<file path="src/rtl/mem_port_arbiter.sv">
// Unified memory port arbiter: fetch vs mem stage, registered handshake.
// Define MEM_ARB_RR_EN for round-robin instead of fixed data priority.
module mem_port_arbiter #(
  parameter int AW             = 32,
  parameter int DW             = 32,
  parameter int TIMEOUT_CYCLES = 255,
  parameter int CW             = 8
) (
  input  logic          clk,
  input  logic          rst,
  input  logic          i_req,
  input  logic [AW-1:0] i_addr,
  output logic [DW-1:0] i_rdata,
  output logic          i_ready,
  output logic          i_stall,
  input  logic          d_req,
  input  logic          d_we,
  input  logic [AW-1:0] d_addr,
  input  logic [DW-1:0] d_wdata,
  output logic [DW-1:0] d_rdata,
  output logic          d_ready,
  output logic          d_stall,
  output logic          mem_req,
  output logic          mem_we,
  output logic [AW-1:0] mem_addr,
  output logic [DW-1:0] mem_wdata,
  input  logic [DW-1:0] mem_rdata,
  input  logic          mem_ack,
  output logic          bus_err
);

  typedef enum logic [1:0] {
    IDLE,
    ISERV,
    DSERV,
    DONE
  } state_t;

  state_t        r_state, w_state;
  logic          r_mem_req, w_mem_req;
  logic          r_mem_we, w_mem_we;
  logic [AW-1:0] r_mem_addr, w_mem_addr;
  logic [DW-1:0] r_mem_wdata, w_mem_wdata;
  logic [DW-1:0] r_i_rdata, w_i_rdata;
  logic [DW-1:0] r_d_rdata, w_d_rdata;
  logic          r_i_ready, w_i_ready;
  logic          r_d_ready, w_d_ready;
  logic          r_bus_err, w_bus_err;
  logic [CW-1:0] r_cnt, w_cnt;
  logic [DW-1:0] w_rd;
  logic          w_tmo;
  logic          w_pick_d;
  logic          w_pick_i;

`ifdef MEM_ARB_RR_EN
  logic r_last_d;

  assign w_pick_d = d_req & (~i_req | ~r_last_d);

  always_ff @(posedge clk or negedge rst) begin
    if (!rst) begin
      r_last_d <= 1'b1;
    end else if (r_state == IDLE && (d_req || i_req)) begin
      r_last_d <= w_pick_d;
    end
  end
`else
  assign w_pick_d = d_req;
`endif

  assign w_pick_i = i_req & ~w_pick_d;
  assign w_tmo    = (r_cnt == CW'(TIMEOUT_CYCLES - 1));

  always_comb begin
    w_state     = r_state;
    w_mem_req   = r_mem_req;
    w_mem_we    = r_mem_we;
    w_mem_addr  = r_mem_addr;
    w_mem_wdata = r_mem_wdata;
    w_i_rdata   = r_i_rdata;
    w_d_rdata   = r_d_rdata;
    w_i_ready   = 1'b0;
    w_d_ready   = 1'b0;
    w_bus_err   = r_bus_err;
    w_cnt       = r_cnt;
    w_rd        = mem_ack ? mem_rdata : '0;
    unique case (r_state)
      IDLE: begin
        if (w_pick_d) begin
          w_state     = DSERV;
          w_mem_req   = 1'b1;
          w_mem_we    = d_we;
          w_mem_addr  = d_addr;
          w_mem_wdata = d_wdata;
        end else if (w_pick_i) begin
          w_state    = ISERV;
          w_mem_req  = 1'b1;
          w_mem_we   = 1'b0;
          w_mem_addr = i_addr;
        end
      end
      ISERV, DSERV: begin
        if (mem_ack || w_tmo) begin
          w_state   = DONE;
          w_mem_req = 1'b0;
          w_mem_we  = 1'b0;
          w_cnt     = '0;
          w_bus_err = r_bus_err | ~mem_ack;
          if (r_state == ISERV) begin
            w_i_ready = 1'b1;
            w_i_rdata = w_rd;
          end else begin
            w_d_ready = 1'b1;
            if (!r_mem_we) w_d_rdata = w_rd;
          end
        end else begin
          w_cnt = r_cnt + CW'(1);
        end
      end
      DONE: begin
        w_state = IDLE;
      end
    endcase
  end

  always_ff @(posedge clk or negedge rst) begin
    if (!rst) begin
      r_state     <= IDLE;
      r_mem_req   <= 1'b0;
      r_mem_we    <= 1'b0;
      r_mem_addr  <= '0;
      r_mem_wdata <= '0;
      r_i_rdata   <= '0;
      r_d_rdata   <= '0;
      r_i_ready   <= 1'b0;
      r_d_ready   <= 1'b0;
      r_bus_err   <= 1'b0;
      r_cnt       <= '0;
    end else begin
      r_state     <= w_state;
      r_mem_req   <= w_mem_req;
      r_mem_we    <= w_mem_we;
      r_mem_addr  <= w_mem_addr;
      r_mem_wdata <= w_mem_wdata;
      r_i_rdata   <= w_i_rdata;
      r_d_rdata   <= w_d_rdata;
      r_i_ready   <= w_i_ready;
      r_d_ready   <= w_d_ready;
      r_bus_err   <= w_bus_err;
      r_cnt       <= w_cnt;
    end
  end

  assign mem_req   = r_mem_req;
  assign mem_we    = r_mem_we;
  assign mem_addr  = r_mem_addr;
  assign mem_wdata = r_mem_wdata;
  assign i_rdata   = r_i_rdata;
  assign d_rdata   = r_d_rdata;
  assign i_ready   = r_i_ready;
  assign d_ready   = r_d_ready;
  assign bus_err   = r_bus_err;
  assign i_stall   = i_req & ~r_i_ready;
  assign d_stall   = d_req & ~r_d_ready;

endmodule
</file>
<file path="config.mk">
export PLATFORM = sky130hd
export DESIGN_NAME = mem_port_arbiter
export DESIGN_NICKNAME = d
export VERILOG_FILES = /design/src/rtl/mem_port_arbiter.sv
export SDC_FILE = /design/constraint.sdc
export NUM_CORES = 1
export LEC_CHECK = 0
export CAP_MARGIN = 15
export CORE_UTILIZATION = 41
export CTS_CLUSTER_SIZE = 20
export DETAILED_ROUTE_END_ITERATION = 10
export PLACE_DENSITY = 0.88
export SLEW_MARGIN = 10
export SYNTH_ARGS = -nofsm -noshare
export SYNTH_HDL_FRONTEND = slang
export SYNTH_SLANG_ARGS = --single-unit
export TNS_END_PERCENT = 1
</file>
<file path="constraint.sdc">
create_clock -name clk -period 2.9 [get_ports clk]
set_clock_uncertainty 0.2 [all_clocks]
set_input_delay 0.87 -clock clk [delete_from_list [all_inputs] [get_ports clk]]
set_output_delay 0.87 -clock clk [all_outputs]
set_load 0.02 [all_outputs]
</file>
Word level (Yosys, flattened, before mapping):

Index checks and enable logic that the tools add are counted.

* register bits after elaboration: 143
* latch bits: 0
* memory bits (writable): 0
* ROM bits: 0
* input bits: 134
* output and inout port bits: 135
* word-level logic and storage cells: 61
* memories kept: 0

* $add $sub $neg: 1
* $mul: 0
* divide/modulo/power cells: 0
* $lt $le $gt $ge: 0
* equal/unequal tests: 6
* shift-type cells: 0
* muxes and demuxes: 21
* bitwise operators: 10
* reduce and logical (&&, ||, !) cells: 12

Operator list (number)
* $mux 32: 3
* $mux 1: 11
* $add 8x1->8 const B: 1
* $eq 8x8->1 const B: 1
* $mux 8: 1
* $reduce_and 2->1: 4
* $mux 2: 3
* $not 1->1: 6
* $pmux 2 s3: 1
* $reduce_and 3->1: 2
* $eq 2x2->1 const B: 2
* $pmux 1 s2: 2
* $reduce_and 4->1: 1
* $reduce_bool 2->1: 2
* $and 1x1->1: 3
* $ne 3x3->1 const B: 1
* $eq 2x1->1 const B: 1
* $logic_not 2->1: 1
* $ne 2x2->1 const B: 1
* $reduce_or 2->1: 1
* $logic_or 1x1->1: 1
* $or 1x1->1: 1

Logic depth before layout (Yosys ltp):

Gate-level depths: netlist (run 1).

* depth after elaboration: 5
* depth in mapped cells: 8
* depth with buffers taken out: 6

Worst setup path after synthesis (run 1):

OpenSTA, ideal clock, no wires.

* path kind: input to output
* from: input d_req
* to: output d_stall
* data arrival time: 1689 ps
* data required time: 1830 ps
* slack: 141 ps
* stages on the path: 3
* path buffers: 2
* path through: buf_2 -> buf_2 -> nor2b_1

* cells in the longest elaborated chain, start to end: 1

RTL lines
* start, declared: line 16 `input logic d_req,`
* $and 1x1->1: line 164 `assign d_stall = d_req & ~r_d_ready;`
* end, declared: line 22 `output logic d_stall,`

No other way between the ends.

Worst setup path in the final report (run 1):

* from: input i_req
* to: output i_stall

* cells in the longest elaborated chain, start to end: 1

RTL lines
* start, declared: line 11 `input logic i_req,`
* $and 1x1->1: line 163 `assign i_stall = i_req & ~r_i_ready;`
* end, declared: line 15 `output logic i_stall,`

No other way between the ends.

==> out/qor.yml, run 1 <==
finish:
  fillers: 983
  regArea_sq_um: 3580
  postLayoutCellArea_sq_um: 9250
  multi_input_area_sq_um: 2000
  utilization_pct: 68.7
  syn_to_final_growth_pct: 60.6
  layout.nets: 853
  diodes: 0
  drive_above_1_share_pct: 11.8
power:
  peakVddDrop_v: 0.000684
  p_comb_share_pct: 47.6
  seq_power_share_pct: 32.4
  total_leakage_power_nw: 4.11
  power.switching_fraction_pct: 36.2
  clockPowerShare_pct: 20.0
  internal_power_w: 0.00686
  power_density_nw_per_um2: 1160
  switchingPower_w: 0.00389
clocking:
  clock_sinks: 143
  path_clk_slew_ns: 0.06
  cts_inserted_buffers: 17
  clk_path_buf_depth: 2
  postCtsSetupRepairBufs: 0
  cts_max_level: 4
  cts_tree: "yes"
  root_buffer: "clkbuf_16"
  clk_latency_ns: 0.41
route:
  drc: 0
  drtPass1Iterations: 5
  vias_per_cell: 5.16
  drt-total-wl_mm: 15.9
  met3WireLength_mm: 1.10
  wl_per_cell_um: 17.6
  postRouteAntennaNets: 0
  top_layer_used: "met4"
  wl_met1_mm: 6.28
  vias: 4658
  drtIter0Drc: 216
  wl_met2_mm: 8.21
yosys:
  synth_fp_nets: 584
  syn_area_sq_um: 5760
  netlist_instances: 445
  yosys_warnings: 0
  yosys.area.top_type_share_pct: 62.2
  ys_seq_elements: 143
  avgSynthCellArea_sq_um: 12.9
  synth_top_cell_by_area: "dfrtp_1"
  ys.flop_type: "dfrtp_1"
  yosysSeqAreaShare_pct: 62.2
  synth_edf_count: 0
  synthArstFlopShare_pct: 100
  ys_types: 35
  yosys-top-cells-area: "dfrtp_1 62%, a22o_1 9.9%, mux2_2 6.7%"
die:
  ios: 269
  core_sq_um: 13500
  die_h_um: 120
  die_area_sq_um: 14500
  die_w_um: 120
  row_count: 42
  start_util_pct: 42.8
placement:
  numPortBuffers: 268
  place_hpwl_mm: 11.3
  place_area_sq_um: 8660
  gp_congestion: 0.770
  place_ws_ns: -0.297
sta:
  finalWorstSetupSlack_ns: 0.141
  period_minus_slack_ns: 2.76
  maxSlewHeadroom_pct: 59.1
  drv_slew: 0
  holdWs_ns: 0.231
  worst_slew_pin_slew_ns: 0.613
  rsz0062_at_grt: "no"
  fin_crit_sh_pct: 95.1
  setup_viol_count_final: 0
  finalHoldViolCount: 0
  clock.fmax_mhz: 362
worst_setup_path:
  regToRegStartpoint: "r_state[1]"
  cp_max_fo: 2
  critPathKind: "input pin to output port"
  reg2reg_depth: 6
  r2r_setup_slack_ns: 0.48
  critPathSlowestCell: "clkdlybuf4s50_1"
  cp_top_family: "buffers and inverters"
  startpoint_type: "input pin"
  crit_path_end_kind: "output port"
  regToRegEndpoint: "r_state[1]"
  slowest_delay_ns: 0.48
  critPathRequiredTime_ns: 1.83
  crit_buf_inv: 3
  cp_cell_sequence: "clkdlybuf4s50_1 -> inv_1 -> nor2_1 -> clkbuf_2"
  worst_ep_arrival_time_ns: 1.69
job:
  drv_cap: 0
global_routing:
  grt_max_degree: 65
  grt_pass1_vias: 4903
  grt_usage_pct: 22.3
  grt_overflow: 0
  grt_pass1_wl_mm: 24.7
  antenna_found_initial: 0
outcome:
  outcome: "completed"
worst_hold_path:
  min_path_type: "input pin to asynchronous set/reset pin"
==> routing by layer <==
metal	vias up	GRT usage, %
met3	25	5.99
li1	2166	-
met2	189	39.3
met5	-	0
met1	2278	25.7
met4	0	8.72
==> power by group through the flow <==
stage,clock network [W],registers [W],logic [W]
after floorplan,0,0.00448,0.00164
after global placement,0,0.00345,0.00501
after detailed placement,0,0.00349,0.00518
after global routing,0.00228,0.00359,0.00543
final,0.00215,0.00348,0.00512
after CTS,0.00220,0.00349,0.00518
==> metrics by stage <==
step,std cells,power (W),TNS [ns]
detailed placement,871,0.00867,-0.297
global placement,871,0.00846,-0.283
floorplan,445,0.00612,0
CTS,903,0.0109,0
finish,903,0.0108,0
global route,903,0.0113,0
==> synthesized netlist by cell type (all sizes together), types with 2 or more instances <==
library cell,count
a31oi,3
clkbuf,15
a21o,3
nor2b,3
buf,17
nand3,7
and3,2
o21ai,43
dfrtp,143
a21oi,6
mux2,34
inv,7
nand2,36
mux2i,32
a22o,65
nor2,7
ha,5
nor3b,3
nand2b,2
==> cell families (layout without fill, tap and decap cells) <==
kind of cell             Yosys count  after routing  share of synthesized area [%]
flip-flops                       143            143                           62.2
AO/OA/AOI/OAI                    126            126                           15.8
multiplexers                      66             66                           12.2
AND/OR/NAND/NOR                   66             66                           5.37
buffers and inverters             39            321                           3.37
adder cells (fa/ha/maj)            5              5                           1.09
==> worst max path at each step <==
stage	start	to	slack, ns	cells past startpoint
3_5_place_dp	i_req	i_stall	-0.30	4
3_3_place_gp	i_req	i_stall	-0.28	4
5_1_grt	i_req	i_stall	0.07	4
2_1_floorplan	d_req	d_stall	0.14	3
6_report	i_req	i_stall	0.14	4
4_1_cts	i_req	i_stall	0.002	4
==> sequential cells by signal (all words and copies together) (netlist names) <==
signal and flops:
d_rdata 32, d_ready 1, r_cnt 8, bus_err 1, mem_req 1, mem_we 1, mem_wdata 32, mem_addr 32
r_state 2, i_rdata 32, i_ready 1
==> cells in the final DEF (no fill, tap or decap), types with 2 or more instances in the layout <==
cell type        count
clkdlybuf4s50_1    265
dfrtp_1            143
a22o_1              65
o21ai_0             42
nand2_1             36
mux2_2              34
mux2i_1             32
clkbuf_16           17
buf_4               10
inv_1                7
nand3_1              7
nor2_1               7
a21oi_1              5
ha_1                 5
clkinv_2             5
clkbuf_8             4
buf_12               4
nor2b_1              3
a21o_1               3
a31oi_1              3
and3_1               2
nand2b_1             2
nor3b_1              2
bufinv_16            2
clkinvlp_4           2
==> final cells by class <==
class	instances	area share, %
Clock inverter	10	1.18
Clock buffer	22	5.24
Sequential cell	143	38.7
Timing Repair Buffer	282	30.6
Inverter	7	0.284
Tap cell	176	2.38
Multi-Input combinational cell	263	21.6
==> what timing repair did <==
item	CTS	global route
pin swaps	0	0
hold buffers	0	0
setup endpoints to repair	1	1
gates cloned	0	0
gates resized for setup	2	1
==> worst reg2reg max path, stage by stage (launching register included) <==
cell	delay, ns
dfrtp_1	0.37
inv_1	0.09
ha_1	0.60
nand2b_1	0.22
a21oi_1	0.44
nor2_1	0.11
a221o_1	0.28
Note: power is estimated with default switching activity, not from simulation.
==> inputs of run 2 (changes only) <==
--- a/config.mk
+++ b/config.mk
@@ -6,6 +6,7 @@
 export NUM_CORES = 1
 export LEC_CHECK = 0
 export CAP_MARGIN = 15
+export CORE_MARGIN = 4
 export CORE_UTILIZATION = 41
 export CTS_CLUSTER_SIZE = 20
 export DETAILED_ROUTE_END_ITERATION = 10
==> out/qor.yml, run 2 (synthesis results as in run 1) <==
sta:
  maxSlewHeadroom_pct: 58.4
  clock.fmax_mhz: 363
  rsz0062_at_grt: "no"
  finalHoldViolCount: 0
  fin_crit_sh_pct: 95.0
  drv_slew: 0
  period_minus_slack_ns: 2.75
  worst_slew_pin_slew_ns: 0.624
  setup_viol_count_final: 0
worst_hold_path:
  min_path_type: "input pin to asynchronous set/reset pin"
worst_setup_path:
  reg2reg_depth: 7
  cp_max_fo: 2
  startpoint_type: "input pin"
  regToRegEndpoint: "d_rdata[23]"
  critPathRequiredTime_ns: 1.83
  worst_ep_arrival_time_ns: 1.68
  crit_path_end_kind: "output port"
  r2r_setup_slack_ns: 0.65
  regToRegStartpoint: "r_cnt[0]"
  critPathKind: "input pin to output port"
power:
  total_leakage_power_nw: 4.13
  power.switching_fraction_pct: 35.6
  peakVddDrop_v: 0.000748
  clockPowerShare_pct: 21.0
  seq_power_share_pct: 32.1
  power_density_nw_per_um2: 1170
  switchingPower_w: 0.00387
  p_comb_share_pct: 47.0
  p_total_w: 0.0109
  internal_power_w: 0.00701
clocking:
  cts_inserted_buffers: 17
  clk_path_buf_depth: 2
  clock_sinks: 143
  postCtsSetupRepairBufs: 0
  root_buffer: "clkbuf_16"
  clk_latency_ns: 0.40
  cts_max_level: 4
  cts_tree: "yes"
  path_clk_slew_ns: 0.06
  cts_hold_repair.buffers: 0
global_routing:
  grt_pass1_wl_mm: 25.4
  grt_pass1_vias: 4918
  antenna_found_initial: 0
  grt_max_degree: 66
  grt_usage_pct: 19.7
  grt_overflow: 0
finish:
  layout_commonest_cell: "clkdlybuf4s50_1"
  regArea_sq_um: 3580
  syn_to_final_growth_pct: 61.3
  postLayoutCellArea_sq_um: 9290
  fillers: 957
  layout.nets: 853
  layout_common_cells: "265 x clkdlybuf4s50_1, 143 x dfrtp_1, 65 x a22o_1"
  drive_above_1_share_pct: 11.7
  multi_input_area_sq_um: 2000
  diodes: 0
route:
  drc: 0
  wl_met1_mm: 6.09
  vias: 4649
  met3WireLength_mm: 1.13
  drtIter0Drc: 347
  top_layer_used: "met4"
  drt-total-wl_mm: 15.9
  postRouteAntennaNets: 0
  vias_per_cell: 5.14
  wl_met2_mm: 8.45
  wl_per_cell_um: 17.6
  drtPass1Iterations: 4
placement:
  place_area_sq_um: 8660
  numPortBuffers: 268
  place_hpwl_mm: 11.7
  gp_congestion: 0.808
outcome:
  outcome: "completed"
die:
  ios: 269
  row_count: 43
  die_area_sq_um: 16000
  die_w_um: 126
  start_util_pct: 41.6
  die_h_um: 126
  core_sq_um: 13800
job:
  drv_cap: 0
## run 2: cell count changes in the layout (fill, tap and decap cells not counted), sizes merged
cell / previous run / this run
clkbuf: 23 / 21
clkinvlp: 2 / 1
bufinv: 2 / 4
clkinv: 5 / 4
## run 2: worst max-delay path by stage
stage / startpoint / slack [ns] / end
after global placement: i_req / -0.30 / i_stall
final: d_req / 0.15 / d_stall
after detailed placement: i_req / -0.28 / i_stall
after global routing: d_req / 0.07 / d_stall
after CTS: i_req / 0.01 / i_stall
after floorplan: d_req / 0.14 / d_stall
## run 2: repair_timing
item	in CTS	in global routing
hold endpoints to repair	0	0
endpoints found under the setup margin	1	1
resized for setup	2	1
## run 2: power groups by stage
| stage | sequential (W) | combinational (W) | clock, W |
|---|---|---|---|
| floorplan | 0.00448 | 0.00164 | 0 |
| global placement | 0.00345 | 0.00502 | 0 |
| detailed placement | 0.00349 | 0.00515 | 0 |
| CTS | 0.00348 | 0.00516 | 0.00232 |
| global route | 0.00360 | 0.00543 | 0.00241 |
| finish | 0.00349 | 0.00511 | 0.00228 |
## run 2: area by class of cell
class	instances	area share [%]
Tap cell	180	2.43
Clock inverter	10	1.72
Inverter	7	0.283
Multi-Input combinational cell	263	21.5
Timing Repair Buffer	282	30.5
Clock buffer	20	5.03
Sequential cell	143	38.5
## run 2: per-stage QoR
| step | setup TNS (ns) | instances | hold WS, ns | setup slack (ns) | util, % |
|---|---|---|---|---|---|
| after floorplan | 0 | 445 | 0.288 | 0.141 | - |
| after global placement | -0.299 | 875 | 0.261 | -0.299 | 62.7 |
| after detailed placement | -0.283 | 875 | 0.267 | -0.283 | 62.7 |
| after CTS | 0 | 905 | 0.127 | 0.0109 | 67.2 |
| after global routing | 0 | 905 | 0.136 | 0.0707 | 67.2 |
| final | 0 | 905 | 0.134 | 0.146 | 67.2 |
## run 2: critical path: stages
cell	delay (ns)
buf_2	0.09
nor2b_1	0.12
clkdlybuf4s50_1	0.61
## run 2: metal layers
layer,GRT usage (%),up-vias
met4,5.43,0
met5,0,-
met1,23.4,2289
li1,-,2158
met2,34.8,181
met3,5.98,21
==> inputs of run 3 (changes only) <==
--- a/config.mk
+++ b/config.mk
@@ -10,7 +10,8 @@
 export CORE_UTILIZATION = 41
 export CTS_CLUSTER_SIZE = 20
 export DETAILED_ROUTE_END_ITERATION = 10
-export PLACE_DENSITY = 0.88
+export GPL_TIMING_DRIVEN = 1
+export PLACE_DENSITY = 0.83
 export SLEW_MARGIN = 10
 export SYNTH_ARGS = -nofsm -noshare
 export SYNTH_HDL_FRONTEND = slang
==> out/qor.yml, run 3 (synthesis results as in run 1) <==
outcome:
  outcome: "completed"
finish:
  diodes: 0
  syn_to_final_growth_pct: 61.2
  layout_commonest_cell: "clkdlybuf4s50_1"
  drive_above_1_share_pct: 11.6
  layout.nets: 854
  layout_common_cells: "265 x clkdlybuf4s50_1, 143 x dfrtp_1, 65 x a22o_1"
placement:
  numPortBuffers: 268
  place_ws_ns: -0.304
  gp_congestion: 0.825
  place_hpwl_mm: 11.7
route:
  drt-total-wl_mm: 16.1
  vias: 4662
  drtPass1Iterations: 4
  vias_per_cell: 5.14
  postRouteAntennaNets: 0
  wl_per_cell_um: 17.8
  drtIter0Drc: 266
  drc: 0
sta:
  drv_slew: 0
  finalHoldViolCount: 0
  rsz0062_at_grt: "no"
  tns_ns: 0
  worst_slew_pin_slew_ns: 0.607
  finalWorstSetupSlack_ns: 0.143
  holdWs_ns: 0.212
  setup_viol_count_final: 0
  maxSlewHeadroom_pct: 59.5
  clock.fmax_mhz: 363
  fin_crit_sh_pct: 95.1
  period_minus_slack_ns: 2.76
power:
  total_leakage_power_nw: 4.11
  power_density_nw_per_um2: 1160
  peakVddDrop_v: 0.000664
global_routing:
  grt_max_degree: 61
  grt_overflow: 0
  grt_pass1_vias: 5085
  grt_pass1_wl_mm: 25.7
  grt_usage_pct: 20.1
  antenna_found_initial: 0
job:
  drv_cap: 0
clocking:
  root_buffer: "clkbuf_16"
  postCtsSetupRepairBufs: 0
  clk_path_buf_depth: 2
  clk_latency_ns: 0.41
  cts_tree: "yes"
  path_clk_slew_ns: 0.06
  cts_inserted_buffers: 17
  cts_max_level: 4
  clock_sinks: 143
  cts_hold_repair.buffers: 0
worst_setup_path:
  slowest_delay_ns: 0.50
  startpoint_type: "input pin"
  crit_path_end_kind: "output port"
  critPathRequiredTime_ns: 1.83
  cp_max_fo: 2
  crit_buf_inv: 3
  critPathSlowestCell: "clkdlybuf4s50_1"
  cp_cell_sequence: "clkdlybuf4s50_1 -> inv_1 -> nor2_1 -> buf_2"
  critPathKind: "input pin to output port"
  cp_top_family: "buffers and inverters"
  worst_ep_arrival_time_ns: 1.69
die:
  die_h_um: 126
  row_count: 43
  core_sq_um: 13800
  ios: 269
  die_w_um: 126
  start_util_pct: 41.6
  die_area_sq_um: 16000
worst_hold_path:
  min_path_type: "input pin to asynchronous set/reset pin"
==> run 3: cell type report <==
type,count,area (sq um)
repair buffers,283,2850
multi-input cells,263,2000
clock inverters,9,134
flip-flops and latches,143,3580
inverters,7,26.3
clock buffers,22,464
fillers,998,4550
well taps,180,225
==> run 3: power by group <==
| group | leakage [nW] | total (W) | internal, W | switching (W) |
|---|---|---|---|---|
| Clock | 0.279 | 0.00218 | 0.00139 | 0.000786 |
| Combinational | 2.06 | 0.00513 | 0.00259 | 0.00254 |
| Sequential | 1.77 | 0.00349 | 0.00293 | 0.000557 |
==> run 3: worst register-to-register path, delay by kind of cell, from the launching register on <==
family | cells | cell delay, ns
AO/OA/AOI/OAI | 1 | 0.24
adder cells (fa/ha/maj) | 1 | 0.62
buffers and inverters | 2 | 0.28
flip-flops | 1 | 0.37
AND/OR/NAND/NOR | 2 | 0.59
==> run 3: path summary, 6_finish.rpt <==
kind                       startpoint           end  slack, ns  cells past startpoint
min reg2reg                   bus_err       bus_err       0.27                      2
min in group clk              bus_err       bus_err       0.27                      2
min                               rst  mem_addr[18]       0.21                      1
max in group asynchronous         rst   i_rdata[20]       1.59                      2
max                             i_req       i_stall       0.14                      4
max reg2reg                r_state[1]    d_rdata[1]       0.50                      6
==> run 3: per-stage QoR <==
step	power (W)	instances	utilization [%]	instance area (sq um)
floorplan	0.00612	445	-	5760
CTS	0.0109	907	67.1	9280
global route	0.0114	907	67.1	9280
finish	0.0108	907	67.1	9280
global placement	0.00849	876	62.8	8680
detailed placement	0.00867	876	62.8	8680
==> run 3: timing repair <==
action                                  CTS  global route
endpoints found under the setup margin    1             1
hold endpoints to repair                  0             0
resized for setup                         3             1
pin swaps                                 0             0
==> run 3: per-layer routing <==
layer	track usage, %	routed length (um)	vias to the layer above
met3	6.61	1180	29
met1	23.4	6200	2290
met2	35.3	8480	183
li1	-	-	2160
met5	0	0	-
met4	6.31	263	0
